<file path="src/rtl/ntt_addr_gen.sv">
// ntt_addr_gen: address and twiddle-index sequencer for a two-butterfly radix-2
// Cooley-Tukey NTT pass over N = 2^LOGN coefficients.
//
// A start pulse launches LOGN stages of N/4 issue cycles each. Every enabled issue
// cycle presents one butterfly per unit: unit 0 handles k = 2c, unit 1 handles
// k = 2c+1. STAGE_GAP enabled idle cycles are inserted between stages.
//
// Ports:
//   clk, rstn          clock, asynchronous active-low reset
//   start              single-cycle launch pulse (ignored while busy)
//   en                 advance enable; low freezes the sequence
//   busy               transform in progress (RUN or GAP)
//   valid              addresses and twiddles meaningful this cycle
//   done               one-cycle pulse after the final issue
//   stage              current stage index
//   addr_a0/addr_b0    upper/lower operand address, unit 0
//   addr_a1/addr_b1    upper/lower operand address, unit 1
//   tw0/tw1            twiddle ROM index, units 0 and 1
module ntt_addr_gen #(
  parameter int unsigned LOGN      = 8,
  parameter int unsigned STAGE_GAP = 4
) (
  input  logic            clk,
  input  logic            rstn,
  input  logic            start,
  input  logic            en,
  output logic            busy,
  output logic            valid,
  output logic            done,
  output logic [3:0]      stage,
  output logic [LOGN-1:0] addr_a0,
  output logic [LOGN-1:0] addr_b0,
  output logic [LOGN-1:0] addr_a1,
  output logic [LOGN-1:0] addr_b1,
  output logic [LOGN-1:0] tw0,
  output logic [LOGN-1:0] tw1
);

  localparam int unsigned     CW        = LOGN - 2;
  localparam logic [3:0]      LastStage = 4'(LOGN - 1);
  localparam logic [3:0]      GapLast   = 4'(STAGE_GAP - 1);
  localparam logic [LOGN-1:0] One       = LOGN'(1);

  typedef enum logic [1:0] {StIdle, StRun, StGap} state_e;

  state_e          state_q;
  logic [3:0]      s_q;
  logic [CW-1:0]   c_q;
  logic [3:0]      g_q;
  logic            done_q;

  always_ff @(posedge clk or negedge rstn) begin
    if (!rstn) begin
      state_q <= StIdle;
      s_q     <= '0;
      c_q     <= '0;
      g_q     <= '0;
      done_q  <= 1'b0;
    end else begin
      done_q <= 1'b0;
      unique case (state_q)
        StIdle: begin
          if (start) begin
            state_q <= StRun;
            s_q     <= '0;
            c_q     <= '0;
            g_q     <= '0;
          end
        end
        StRun: begin
          if (en) begin
            if (&c_q) begin
              c_q <= '0;
              if (s_q == LastStage) begin
                state_q <= StIdle;
                s_q     <= '0;
                done_q  <= 1'b1;
              end else begin
                // Stage advances now so GAP already shows the next stage index.
                s_q <= s_q + 4'd1;
                if (STAGE_GAP != 0) begin
                  state_q <= StGap;
                  g_q     <= '0;
                end
              end
            end else begin
              c_q <= c_q + CW'(1);
            end
          end
        end
        StGap: begin
          if (en) begin
            if (g_q == GapLast) begin
              state_q <= StRun;
              g_q     <= '0;
            end else begin
              g_q <= g_q + 4'd1;
            end
          end
        end
        default: state_q <= StIdle;
      endcase
    end
  end

  // Butterfly k in stage s, with span L = 2^(LOGN-1-s):
  //   a = group*2L + off, b = a + L, tw = 2^s + group.
  // group*2L is a shift; off occupies bits below L so OR equals the addition.
  function automatic logic [3*LOGN-1:0] bfly(input logic [LOGN-1:0] k, input logic [3:0] s);
    logic [3:0]      sh;
    logic [LOGN-1:0] span, grp, off, a;
    sh   = LastStage - s;
    span = One << sh;
    grp  = k >> sh;
    off  = k & (span - One);
    a    = ((grp << sh) << 1) | off;
    return {a, a | span, (One << s) + grp};
  endfunction

  logic [LOGN-1:0] k0, k1;
  logic            run;

  assign k0  = {1'b0, c_q, 1'b0};
  assign k1  = {1'b0, c_q, 1'b1};
  assign run = (state_q == StRun);

  always_comb begin
    {addr_a0, addr_b0, tw0} = '0;
    {addr_a1, addr_b1, tw1} = '0;
    if (run) begin
      {addr_a0, addr_b0, tw0} = bfly(k0, s_q);
      {addr_a1, addr_b1, tw1} = bfly(k1, s_q);
    end
  end

  assign busy  = (state_q != StIdle);
  assign valid = run & en;
  assign done  = done_q;
  assign stage = s_q;

endmodule

</file>
<file path="config.mk">
export PLATFORM = sky130hd
export DESIGN_NAME = ntt_addr_gen
export DESIGN_NICKNAME = d
export VERILOG_FILES = /design/src/rtl/ntt_addr_gen.sv
export SDC_FILE = /design/constraint.sdc
export NUM_CORES = 1
export LEC_CHECK = 0
export ABC_CLOCK_PERIOD_IN_PS = 6260
export CAP_MARGIN = 0
export CORE_UTILIZATION = 55
export DETAILED_ROUTE_END_ITERATION = 6
export DONT_BUFFER_PORTS = 1
export MAX_ROUTING_LAYER = met4
export PLACE_DENSITY_LB_ADDON = 0.05
export SETUP_SLACK_MARGIN = 0.05
export SYNTH_ARGS = -nofsm -noshare
export SYNTH_HDL_FRONTEND = slang
export SYNTH_SLANG_ARGS = --single-unit
</file>
<file path="constraint.sdc">
create_clock -name clk -period 6.26 [get_ports clk]
set_clock_uncertainty 0.15 [all_clocks]
set_input_delay 0.939 -clock clk [delete_from_list [all_inputs] [get_ports clk]]
set_output_delay 0.939 -clock clk [all_outputs]
set_load 0.02 [all_outputs]
</file>
==> impl_metrics.json <==
{
  "antenna_found_initial": 0,
  "numCtsBuffers": 3,
  "grt_usage_pct": 28.7,
  "reg2reg_from": "stage[2]",
  "gp_congestion": 0.889,
  "clockBufferDepth": 2,
  "rrSetupSlack_ns": 3.95,
  "clk_latency_ns": 0.25,
  "routed_wl_um": 5800,
  "core-area_mm2": 0.00400,
  "yosysWarnings": 0,
  "period_needed_ns": 4.62,
  "cts_max_level": 1,
  "yosysTopAreaCell": "dfrtp_1",
  "synth_area_leaders": "dfrtp_1 (19%), ha_1 (8.7%), a21oi_1 (7.4%)",
  "yosysMostFrequentCell": "nor2_1",
  "tns_ns": 0,
  "syn_to_final_growth_pct": 0.819,
  "hold_ws_ns": 0.222,
  "setup_viol": 0,
  "die_area_mm2": 0.00443,
  "ys_ff_latch": 17,
  "synth_nets": 350,
  "dr.first_iter.drc_count": 247,
  "criticalPathCategory": "flip-flop to output pin",
  "combinationalPowerShare_pct": 65.1,
  "dr_total_vias": 2242,
  "worstMarginPinSlew_ns": 0.889,
  "p_leak_nw": 0.964,
  "nets": 332,
  "cp.arrival_ns": 3.53,
  "synth_cell_types": 52,
  "pre_cts_ws_ns": 2.01,
  "io-pin-count": 59,
  "worstSetupEndpointType": "output pin",
  "clkTransAtPathRegs_ns": 0.07,
  "pwr-share-clk_pct": 9.3,
  "ys_async_sr_fraction_pct": 100,
  "gr-usage-met3_pct": 5.65,
  "worst_setup_path_start_kind": "flip-flop",
  "fmax_ghz": 0.217,
  "p_int_mw": 0.358,
  "powerDensity_mw_per_mm2": 394,
  "crit_path_max_fanout": 20,
  "rsz0062_at_grt": "no",
  "hold_viol": 0,
  "status": "completed",
  "grt_max_degree": 40,
  "cts_hold_buf": 0,
  "overflow": 0,
  "sw_frac_of_total_pct": 60.6,
  "num_antenna_cells": 0,
  "syn_area_per_cell_um2": 6.98,
  "cts-root-buf": "clkbuf_8",
  "start_util_pct": 57.3,
  "die_w_um": 66.5,
  "slew_headroom_pct": 40.7,
  "cp.required_ns": 5.17,
  "switchingPower_mw": 0.551,
  "grt_pass1_wl_um": 9600,
  "synth_edf_count": 0,
  "postCtsSetupBuffers": 0,
  "cts.sinks": 17,
  "row_count": 23,
  "p_seq_share_pct": 25.6,
  "post_cts_resized": 0,
  "yosys.area.top_type_share_pct": 18.6,
  "synth.top_cells.by_count": "nor2_1 (39), a21oi_1 (34), nand2_1 (25), o21ai_0 (25)",
  "wl_per_cell_um": 16.2,
  "hp-class": "primary input to asynchronous set/reset pin",
  "final_cells": 359,
  "drc": 0,
  "syn_inst": 328,
  "slew_violations": 0,
  "reg2reg_to": "stage[2]",
  "r2r_cells": 4,
  "layout-drive-gt1-share_pct": 4.85,
  "max-vdd-ir-drop_v": 0.000249,
  "use_met2_pct": 38.6,
  "grt.busiest_layer": "met1",
  "die_h_um": 66.5,
  "cts_tree": "built",
  "finalCritPeriodShare_pct": 73.8,
  "antenna_left": 0,
  "dp_hpwl_um": 4190,
  "dr.pass1.iters": 5,
  "grt_pass1_vias": 1935,
  "setup_slack_ns": 1.64,
  "synth_area_mm2": 0.00229,
  "dp.cells": 355,
  "seq_area_frac_synth_pct": 18.6,
  "io_buffers": 0,
  "drt-vias-per-instance": 6.25,
  "met1_usage_pct": 43.0,
  "drv_cap": 0,
  "ys.flop_type": "dfrtp_1"
}
registers in the layout, summed over array words and instances, names as in the netlist:
register  flops
g_q           4
done          1
state_q       2
stage         4
c_q           6
through the flow:
stage	power (mW)	util (%)	cell area [um^2]
after floorplan	0.723	-	2290
after global placement	0.818	56.6	2260
after detailed placement	0.814	56.6	2260
after CTS	0.901	57.7	2310
after global routing	0.989	57.7	2310
final	0.909	57.7	2310
final cells by class:
| cell class | instances | area, um^2 |
|---|---|---|
| multi-input combinational | 270 | 1700 |
| fill | 394 | 1690 |
| sequential | 17 | 425 |
| tap | 50 | 62.6 |
| inverter | 15 | 56.3 |
| clock buffer | 3 | 41.3 |
| timing repair buffer | 3 | 22.5 |
| clock inverter | 1 | 5.00 |
worst max path at each step:
stage | start | to | slack, ns | cells after the start
2_1_floorplan | stage[0] | tw0[7] | 2.42 | 11
3_3_place_gp | stage[2] | tw0[6] | 1.95 | 10
3_5_place_dp | stage[2] | tw0[6] | 2.01 | 10
4_1_cts | stage[2] | tw0[6] | 1.71 | 10
5_1_grt | stage[0] | tw1[5] | 1.43 | 9
6_report | stage[2] | tw0[6] | 1.64 | 10
power groups by stage:
| stage | clock network (mW) | logic [mW] | registers, mW |
|---|---|---|---|
| global placement | 0 | 0.584 | 0.234 |
| floorplan | 0 | 0.556 | 0.167 |
| finish | 0.0842 | 0.592 | 0.233 |
| CTS | 0.0854 | 0.585 | 0.231 |
| detailed placement | 0 | 0.580 | 0.233 |
| global route | 0.0909 | 0.657 | 0.241 |
critical path, stage by stage, from the launching register on:
cell and delay (ns):
dfrtp_1 0.84, inv_1 0.39, ha_1 0.37, nand2_1 0.13
inv_1 0.08, ha_1 0.39, a21o_1 0.23, a31o_2 0.26
a31oi_1 0.18, xor2_1 0.10, nor2_1 0.31
routing by layer:
metal  vias to the layer above  part of all wire (%)
li1                       1117                     -
met3                         6                   7.6
met2                       103                    41
met5                         -                     0
met4                         0                  0.88
met1                      1016                    50
cells by family (layout without fill, tap and decap cells):
group,after synthesis,after routing,share of synthesized area (%)
compound gates,103,103,27.6
xor+xnor,14,14,5.35
mux,8,8,3.60
fa+ha+maj,18,18,10.5
other cells,1,1,0.164
buf+inv,41,22,7.48
flops,17,17,18.6
simple gates,126,126,26.7
cells in the final DEF (no fill, tap or decap), types with 9 or more instances in the layout:
cell      synthesis  routed
nor3_1            9       9
ha_1             16      16
a21o_1           10      10
inv_1            14      14
nand3_1          14      14
nand2_1          25      25
nand2b_1         10      10
xor2_1            9       9
o21ai_0          25      25
a21oi_1          34      34
nor2_1           39      39
dfrtp_1          17      17
(Power assumes the default switching activity.)
